## src/rtl/mem_arbiter_if.sv

```systemverilog
// Bus bundle between requesting units, the shared-RAM arbiter and the RAM port.
// The arbiter binds the slave modport; requesters and the RAM bind the master.
interface mem_arbiter_if #(
    parameter int NPORTS = 2,
    parameter int AW     = 32,
    parameter int DW     = 32
);
    logic [NPORTS-1:0]    req_i;
    logic [NPORTS-1:0]    we_i;
    logic [NPORTS*AW-1:0] addr_i;
    logic [NPORTS*DW-1:0] wdata_i;
    logic [NPORTS-1:0]    gnt_o;
    logic [NPORTS-1:0]    rvalid_o;
    logic [DW-1:0]        rdata_o;
    logic                 we_o;
    logic [AW-1:0]        addr_o;
    logic [DW-1:0]        data_o;
    logic [DW-1:0]        data_i;

    modport slave (
        input  req_i, we_i, addr_i, wdata_i, data_i,
        output gnt_o, rvalid_o, rdata_o, we_o, addr_o, data_o
    );

    modport master (
        output req_i, we_i, addr_i, wdata_i, data_i,
        input  gnt_o, rvalid_o, rdata_o, we_o, addr_o, data_o
    );
endinterface

```

## src/rtl/mem_arbiter.sv

```systemverilog
// N-port single-RAM arbiter: round-robin or fixed priority, one access per
// cycle, with read-return tagging over an RD_LATENCY-deep tracking pipe.
module mem_arbiter #(
    parameter int NPORTS     = 2,
    parameter int AW         = 32,
    parameter int DW         = 32,
    parameter int RD_LATENCY = 1,
    parameter int PRIO_MODE  = 0
) (
    input logic          clk,
    input logic          reset,
    mem_arbiter_if.slave bus
);
    localparam int IW = (NPORTS > 1) ? $clog2(NPORTS) : 1;
    typedef logic [IW-1:0] id_t;

    id_t                   ptr_q, ptr_d;
    logic [RD_LATENCY-1:0] vld_q, vld_d;
    id_t [RD_LATENCY-1:0]  id_q, id_d;

    logic gnt_any;
    id_t  gnt_idx;

    // Scan from the lowest priority candidate upward so the best one wins last.
    always_comb begin : arbitrate
        int  cand;
        id_t idx;
        gnt_any = 1'b0;
        gnt_idx = '0;
        cand    = 0;
        idx     = '0;
        if (!reset) begin
            for (int o = NPORTS - 1; o >= 0; o--) begin
                if (PRIO_MODE == 1) begin
                    cand = o;
                end else begin
                    cand = (int'(ptr_q) + o) % NPORTS;
                end
                idx = id_t'(cand);
                if (bus.req_i[idx]) begin
                    gnt_any = 1'b1;
                    gnt_idx = idx;
                end
            end
        end
    end

    always_comb begin : issue
        bus.gnt_o  = '0;
        bus.we_o   = 1'b0;
        bus.addr_o = '0;
        bus.data_o = '0;
        if (gnt_any) begin
            bus.gnt_o[gnt_idx] = 1'b1;
            bus.we_o           = bus.we_i[gnt_idx];
            bus.addr_o         = bus.addr_i[gnt_idx*AW +: AW];
            bus.data_o         = bus.wdata_i[gnt_idx*DW +: DW];
        end
    end

    always_comb begin : next_state
        ptr_d = ptr_q;
        vld_d = vld_q;
        id_d  = id_q;
        if (PRIO_MODE == 0 && gnt_any) begin
            if (int'(gnt_idx) == NPORTS - 1) begin
                ptr_d = '0;
            end else begin
                ptr_d = gnt_idx + 1'b1;
            end
        end
        for (int s = RD_LATENCY - 1; s > 0; s--) begin
            vld_d[s] = vld_q[s-1];
            id_d[s]  = id_q[s-1];
        end
        vld_d[0] = gnt_any & ~bus.we_o;
        id_d[0]  = gnt_idx;
    end

    always_ff @(posedge clk) begin
        if (reset) begin
            ptr_q <= '0;
            vld_q <= '0;
            id_q  <= '0;
        end else begin
            ptr_q <= ptr_d;
            vld_q <= vld_d;
            id_q  <= id_d;
        end
    end

    always_comb begin : read_return
        bus.rvalid_o = '0;
        if (vld_q[RD_LATENCY-1]) begin
            bus.rvalid_o[id_q[RD_LATENCY-1]] = 1'b1;
        end
    end

    assign bus.rdata_o = bus.data_i;
endmodule
```

## src/flat_wrapper.sv

```systemverilog
// flat-port wrapper written by rule: the top's interface ports become plain ports
module mem_arbiter_flat 
#(
    parameter int NPORTS     = 2,
    parameter int AW         = 32,
    parameter int DW         = 32,
    parameter int RD_LATENCY = 1,
    parameter int PRIO_MODE  = 0
)
  (clk, reset, bus_req_i, bus_we_i, bus_addr_i, bus_wdata_i, bus_data_i, bus_gnt_o, bus_rvalid_o, bus_rdata_o, bus_we_o, bus_addr_o, bus_data_o);
  mem_arbiter_if #(.NPORTS(NPORTS), .AW(AW), .DW(DW)) bus_i ();
  input logic clk;
  input logic reset;
  input wire logic [$bits(bus_i.req_i)-1:0] bus_req_i;
  input wire logic [$bits(bus_i.we_i)-1:0] bus_we_i;
  input wire logic [$bits(bus_i.addr_i)-1:0] bus_addr_i;
  input wire logic [$bits(bus_i.wdata_i)-1:0] bus_wdata_i;
  input wire logic [$bits(bus_i.data_i)-1:0] bus_data_i;
  output wire logic [$bits(bus_i.gnt_o)-1:0] bus_gnt_o;
  output wire logic [$bits(bus_i.rvalid_o)-1:0] bus_rvalid_o;
  output wire logic [$bits(bus_i.rdata_o)-1:0] bus_rdata_o;
  output wire logic [$bits(bus_i.we_o)-1:0] bus_we_o;
  output wire logic [$bits(bus_i.addr_o)-1:0] bus_addr_o;
  output wire logic [$bits(bus_i.data_o)-1:0] bus_data_o;
  assign bus_i.req_i = bus_req_i;
  assign bus_i.we_i = bus_we_i;
  assign bus_i.addr_i = bus_addr_i;
  assign bus_i.wdata_i = bus_wdata_i;
  assign bus_i.data_i = bus_data_i;
  assign bus_gnt_o = bus_i.gnt_o;
  assign bus_rvalid_o = bus_i.rvalid_o;
  assign bus_rdata_o = bus_i.rdata_o;
  assign bus_we_o = bus_i.we_o;
  assign bus_addr_o = bus_i.addr_o;
  assign bus_data_o = bus_i.data_o;
  mem_arbiter #(.NPORTS(NPORTS), .AW(AW), .DW(DW), .RD_LATENCY(RD_LATENCY), .PRIO_MODE(PRIO_MODE)) u_core (.clk(clk), .reset(reset), .bus(bus_i));
endmodule
```

## config.mk

```make
export PLATFORM = sky130hd
export DESIGN_NAME = mem_arbiter_flat
export DESIGN_NICKNAME = d
export VERILOG_FILES = /design/src/rtl/mem_arbiter_if.sv /design/src/rtl/mem_arbiter.sv /design/src/flat_wrapper.sv
export SDC_FILE = /design/constraint.sdc
export NUM_CORES = 1
export LEC_CHECK = 0
export ABC_AREA = 1
export CORE_AREA = 3 3 103 105
export CTS_CLUSTER_SIZE = 30
export DETAILED_ROUTE_END_ITERATION = 8
export DIE_AREA = 0 0 106 108
export PLACE_DENSITY = 0.72
export SETUP_SLACK_MARGIN = 0.3
export SLEW_MARGIN = 20
export SYNTH_ARGS = -nofsm -noshare
export SYNTH_HDL_FRONTEND = slang
export SYNTH_SLANG_ARGS = --single-unit
```

## constraint.sdc

```tcl
create_clock -name clk -period 1.58 [get_ports clk]
set_input_delay 0.237 -clock clk [delete_from_list [all_inputs] [get_ports clk]]
set_output_delay 0.237 -clock clk [all_outputs]
set_load 0.01 [all_outputs]
```

; Word level (Yosys, flattened, before mapping)
; Index checks and enable logic that the tools add are counted.
[word_totals]
output_inout_bits = 101
regBits = 3
inputBits = 166
[op_classes]
bitwise = 2
muxes = 24
shift = 2
reduce_logical = 2
add_sub_neg = 2
magnitude_cmp = 6
[op_table]
columns = cell, count
row1 = 64-bit by 7-bit variable part select with 32-bit output, 2
row2 = 32-bit two-way mux, 2
row3 = 1-bit two-way mux, 18
row4 = 1-bit by 2-bit < comparator with 1-bit output (second input constant), 4
row5 = 2-bit two-way mux, 2
row6 = 1-bit adder (second input constant), 2
row7 = 1-bit demux with 1-bit select, 2
row8 = 1-bit greater-or-equal comparator (second input constant), 2
row9 = 1-bit logical AND, 2
row10 = 1-bit bitwise AND, 1
row11 = 1-bit NOT, 1

; Logic depth before layout (Yosys ltp)
[logic_depth]
word_depth = 12
ltp_mapped = 8
depth_no_buf = 6

; Worst setup path before layout
; OpenSTA, ideal clock, no wires.
[synth_timing]
path_type = register to output
startpoint = register u_core.ptr_q
endpoint = output port bus_addr_o[23]
n_path_buf = 2
path_stages_with_launch = 8
arrival_time_ps = 991
setup_slack_ps = 352
t_required_ps = 1343
cell_sequence = dfxtp_1 -> inv_1 -> nand2_1 -> nand2_2 -> buf_4 -> buf_4 -> nand3_1 -> nand2_1
[synth_between]
elab_chain_cells = 9
word_cells_on_any_way = 15
cone_classes = add/sub: 1 / shift: 1 / mux: 13
[synth_rtl]
columns = element, line
row1 = "start, declared", mem_arbiter.sv:17  ; id_t ptr_q, ptr_d;
row2 = "start signal, assigned", mem_arbiter.sv:86  ; ptr_q <= ptr_d;
row3 = 1-bit adder, mem_arbiter.sv:37  ; cand = (int'(ptr_q) + o) % NPORTS;
row4 = 1-bit two-way mux, mem_arbiter.sv:32  ; if (!reset) begin
row5 = 1-bit two-way mux (implied by the code) (2 in a row), mem_arbiter.sv:40  ; if (bus.req_i[idx]) begin
row6 = 1-bit two-way mux (2 in a row), mem_arbiter.sv:40
row7 = 1-bit two-way mux, mem_arbiter.sv:32
row8 = 64-bit by 7-bit variable part select with 32-bit output, mem_arbiter.sv:56  ; bus.addr_o = bus.addr_i[gnt_idx*AW +: AW];
row9 = 32-bit two-way mux *, mem_arbiter.sv:53  ; if (gnt_any) begin
row10 = "end, declared", flat_wrapper.sv:23  ; output wire logic [$bits(bus_i.addr_o)-1:0] bus_addr_o;
; Every way passes the cells marked *; elsewhere a longest branch is shown, timed or not. The select of a mux whose other input is x is not followed.

; Worst setup path in the final report
[layout_timing]
startpoint = register u_core.ptr_q
endpoint = output port bus_data_o[3]
[layout_between]
elab_chain_cells = 9
word_cells_on_any_way = 15
cone_classes = add/sub: 1 / shift: 1 / mux: 13
[layout_rtl]
columns = element, line
row1 = 1-bit adder, mem_arbiter.sv:37
row2 = 1-bit two-way mux, mem_arbiter.sv:32
row3 = 1-bit two-way mux (implied by the code) (2 in a row), mem_arbiter.sv:40
row4 = 1-bit two-way mux (2 in a row), mem_arbiter.sv:40
row5 = 1-bit two-way mux, mem_arbiter.sv:32
row6 = 64-bit by 7-bit variable part select with 32-bit output, mem_arbiter.sv:57  ; bus.data_o = bus.wdata_i[gnt_idx*DW +: DW];
row7 = 32-bit two-way mux *, mem_arbiter.sv:53
row8 = "end, declared", flat_wrapper.sv:24  ; output wire logic [$bits(bus_i.data_o)-1:0] bus_data_o;
; Marked as above.

==> impl_metrics.prom <==
# TYPE chip_impl_metric gauge
chip_impl_info{name="slowest_stage",value="sky130_fd_sc_hd__dfxtp_2"} 1
chip_impl_metric{name="crit_path_max_fanout",unit=""} 5
chip_impl_metric{name="antenna_found_initial",unit=""} 0
chip_impl_metric{name="fin_skew",unit="ps"} 1.91
chip_impl_metric{name="synth_seq_area_share",unit="%"} 4.40
chip_impl_metric{name="global_router_s_overall_resource_usage",unit="%"} 13.9
chip_impl_metric{name="first_global_vias",unit=""} 2469
chip_impl_metric{name="clk_pin_slew_worst_paths",unit="ps"} 30
chip_impl_metric{name="floorplan.core_area",unit="mm2"} 0.00973
chip_impl_info{name="critPathCaptureType",value="output pin"} 1
chip_impl_metric{name="ios",unit=""} 267
chip_impl_metric{name="timing_worst_slew_pin_value",unit="ps"} 154
chip_impl_metric{name="slew_violations",unit=""} 0
chip_impl_metric{name="remaining_drc_errors",unit=""} 0
chip_impl_metric{name="drt_iter0_markers",unit=""} 116
chip_impl_metric{name="worst-r2r-setup-slack",unit="ps"} 380
chip_impl_metric{name="worstSkewPairLatency",unit="ps"} 220
chip_impl_metric{name="max_cap_viols",unit=""} 0
chip_impl_metric{name="hpwlAfterDp",unit="mm"} 5.65
chip_impl_info{name="worst_hold_path_type",value="input port to flip-flop"} 1
chip_impl_info{name="setup.worst_path.class",value="flip-flop to output pin"} 1
chip_impl_info{name="clock-root-buffer",value="sky130_fd_sc_hd__clkbuf_8"} 1
chip_impl_metric{name="nets",unit=""} 639
chip_impl_info{name="crit_chain",value="inv_2 -> nand2_4 -> nand2_4 -> inv_8 -> buf_12 -> bufbuf_16 -> nand2_2 -> nand2_1 -> buf_2"} 1
chip_impl_metric{name="grt_max_degree",unit=""} 38
chip_impl_metric{name="whs",unit="ps"} 324
chip_impl_metric{name="timing.final.crit_share",unit="%"} 107
chip_impl_metric{name="flow.area_growth_from_synthesis",unit="%"} 207
chip_impl_metric{name="route.antenna.remaining_nets",unit=""} 0
chip_impl_metric{name="final_period_minus_worst_setup_slack",unit="ps"} 1680
chip_impl_metric{name="synth.net_count",unit=""} 441
chip_impl_metric{name="seq_power_share",unit="%"} 5.6
chip_impl_metric{name="chipHeight",unit="um"} 108
chip_impl_metric{name="start_util",unit="%"} 14.0
chip_impl_metric{name="clock_sinks",unit=""} 3
chip_impl_info{name="dominant_delay_contributor_by_cell_family_on_the_critical_path",value="buffers and inverters"} 1
chip_impl_metric{name="post_route_cells_drive_above_1_share",unit="%"} 42.8
chip_impl_metric{name="cts-root-to-sink-buffers",unit=""} 2
chip_impl_metric{name="routedWlPerCell",unit="um"} 16.8
chip_impl_metric{name="cellLeakagePower",unit="uW"} 0.00215
chip_impl_metric{name="share_comb_of_total_power",unit="%"} 79.4
chip_impl_metric{name="post_synth_instance_area",unit="mm2"} 0.00137
chip_impl_metric{name="critical_path_arrival",unit="ps"} 1450
chip_impl_metric{name="slew-limit-headroom",unit="%"} 89.7
chip_impl_metric{name="data_required_time_of_the_critical_path",unit="ps"} 1340
chip_impl_info{name="cts_tree",value="built"} 1
chip_impl_metric{name="cts_max_level",unit=""} 1
chip_impl_metric{name="num_rows",unit=""} 36
chip_impl_metric{name="post-route-worst-setup-slack",unit="ps"} -103
chip_impl_metric{name="net-switching-power",unit="uW"} 547
chip_impl_metric{name="total_power",unit="uW"} 1520
chip_impl_metric{name="die_w",unit="um"} 106
chip_impl_metric{name="max-vdd-ir-drop",unit="mV"} 0.300
chip_impl_metric{name="p_per_area",unit="mW/mm2"} 363
chip_impl_metric{name="swShare",unit="%"} 36.0
chip_impl_metric{name="yosys_warnings",unit=""} 0
chip_impl_metric{name="dr.pass1.iters",unit=""} 4
chip_impl_metric{name="netlist-cell-type-count",unit=""} 12
chip_impl_metric{name="timing.setup.tns",unit="ps"} -3260
chip_impl_metric{name="setup_violations",unit=""} 53
chip_impl_metric{name="antenna_cells",unit=""} 0
chip_impl_metric{name="fmax",unit="MHz"} 594
chip_impl_metric{name="pre_cts_slack",unit="ps"} -667
chip_impl_metric{name="routed_via_density",unit=""} 4.27
chip_impl_metric{name="floorplan.die_area",unit="mm2"} 0.0114
chip_impl_info{name="rsz0062_at_grt",value="true"} 1
chip_impl_metric{name="gp_congestion",unit=""} 0.756
chip_impl_metric{name="post_synth_inst_count",unit=""} 275
chip_impl_info{name="outcome",value="finished, violations left"} 1
chip_impl_metric{name="grt_remaining_overflow",unit=""} 0
chip_impl_info{name="failed_checks",value="negative setup slack"} 1
chip_impl_metric{name="total_count_of_hold_check_failures_in_the_final_report",unit=""} 0
chip_impl_metric{name="crit_path_max_incr_delay",unit="ps"} 320
chip_impl_metric{name="grt_pass1_wl",unit="mm"} 12.7
chip_impl_info{name="crit_path_frequent_cell",value="sky130_fd_sc_hd__nand2_4"} 1
chip_impl_metric{name="worstPathBufferInverterCount",unit=""} 5
chip_impl_info{name="critical_path.startpoint_type",value="flip-flop"} 1
chip_impl_metric{name="cts_buffers",unit=""} 3
chip_impl_metric{name="routed-via-count",unit=""} 2583
chip_impl_metric{name="p_int",unit="uW"} 973
chip_impl_metric{name="p_clk_share",unit="%"} 15.1
chip_impl_metric{name="buffer_ports.inserted",unit=""} 202
chip_impl_metric{name="ys_ff_latch",unit=""} 3
chip_impl_metric{name="totalWireLength",unit="mm"} 10.1
chip_impl_metric{name="postSynthAreaPerCell",unit="um2"} 4.96
==> power by group through the flow <==
stage,combinational (uW),sequential (uW),clock [uW]
2_1_floorplan,382,84.1,0
6_report,1210,84.4,229
4_1_cts,1030,84.3,234
5_1_grt,1280,84.7,243
3_3_place_gp,932,84.4,0
3_5_place_dp,944,84.6,0
==> worst register-to-register path, stage by stage (launching register included) <==
cell	delay (ps)
sky130_fd_sc_hd__dfxtp_2	320
sky130_fd_sc_hd__inv_2	60
sky130_fd_sc_hd__nand2_4	50
sky130_fd_sc_hd__nand2_4	110
sky130_fd_sc_hd__buf_12	170
sky130_fd_sc_hd__clkbuf_16	200
sky130_fd_sc_hd__nand2_1	60
sky130_fd_sc_hd__nand2_1	80
sky130_fd_sc_hd__nor2_1	50
==> cell usage after synthesis <==
cell type                 count  area (um2)
sky130_fd_sc_hd__nand3_1     66         330
sky130_fd_sc_hd__buf_6        5        56.3
sky130_fd_sc_hd__nor2_1       6        22.5
sky130_fd_sc_hd__nor2_4       1        11.3
sky130_fd_sc_hd__buf_4       37         278
sky130_fd_sc_hd__buf_2       11        55.1
sky130_fd_sc_hd__inv_1        7        26.3
sky130_fd_sc_hd__dfxtp_1      3        60.1
sky130_fd_sc_hd__inv_2        2        7.51
sky130_fd_sc_hd__nand2_2      1        6.26
sky130_fd_sc_hd__nand2_1    135         507
sky130_fd_sc_hd__a21oi_1      1        5.00
==> kinds of logic (layout without fill, tap and decap cells) <==
group | after synthesis | count (layout) | share of synthesized area (%)
AND/OR/NAND/NOR | 209 | 209 | 64.3
buffers and inverters | 62 | 259 | 31.0
AO/OA/AOI/OAI | 1 | 1 | 0.366
flip-flops | 3 | 3 | 4.40
==> stage by stage <==
step / area [um2] / instances / util (%)
finish: 4180 / 605 / 43.0
global route: 4180 / 605 / 43.0
CTS: 3610 / 592 / 37.1
detailed placement: 3310 / 566 / 34.1
global placement: 3310 / 566 / 34.1
floorplan: 1370 / 275 / -
==> cell usage in the layout (no fill, tap or decap), types with 2 or more instances in the layout <==
cell type	n
sky130_fd_sc_hd__clkdlybuf4s50_1	130
sky130_fd_sc_hd__nand2_1	78
sky130_fd_sc_hd__buf_2	57
sky130_fd_sc_hd__nand3_1	46
sky130_fd_sc_hd__nand2_2	39
sky130_fd_sc_hd__buf_6	20
sky130_fd_sc_hd__nand2_4	19
sky130_fd_sc_hd__nand3_2	19
sky130_fd_sc_hd__buf_16	12
sky130_fd_sc_hd__buf_12	10
sky130_fd_sc_hd__clkbuf_16	8
sky130_fd_sc_hd__inv_1	6
sky130_fd_sc_hd__nor2_1	4
sky130_fd_sc_hd__buf_4	4
sky130_fd_sc_hd__clkbuf_8	3
sky130_fd_sc_hd__inv_2	2
sky130_fd_sc_hd__nor2_4	2
sky130_fd_sc_hd__clkbuf_2	2
sky130_fd_sc_hd__dlygate4sd2_1	2
sky130_fd_sc_hd__dfxtp_1	2
==> final timing paths <==
kind | to | cells after the start | startpoint
max | bus_data_o[3] | 9 | u_core.ptr_q
min | u_core.ptr_q | 4 | bus_req_i[1]
max reg2reg | u_core.vld_q | 8 | u_core.ptr_q
min reg2reg | u_core.ptr_q | 2 | u_core.ptr_q
==> timing repair <==
action,CTS,global route
buffers inserted,11,4
pin swaps,25,26
setup endpoints to repair,69,67
hold buffers,0,0
cloned,11,9
gates resized for setup,340,77
==> flip-flops by register name (all words and copies together) (netlist names) <==
signal and cells:
u_core.ptr_q 1, u_core.id_q 1, u_core.vld_q 1
==> routing by layer <==
metal  track usage (%)  vias up  part of all wire (%)
met5                 0        -                     0
met4              3.98        0                   1.8
met3              3.04       18                   8.5
met2              26.5      137                    51
met1              15.5     1188                    39
li1                  -     1240                     -
==> area by class of cell <==
class                      count  area, um2
clock buffer                   4       45.0
fill                         983       5550
inverter                       9       41.3
multi-input combinational    210       1240
sequential                     3       61.3
tap                          133        166
timing repair buffer         246       2630
(Power assumes the default switching activity.)
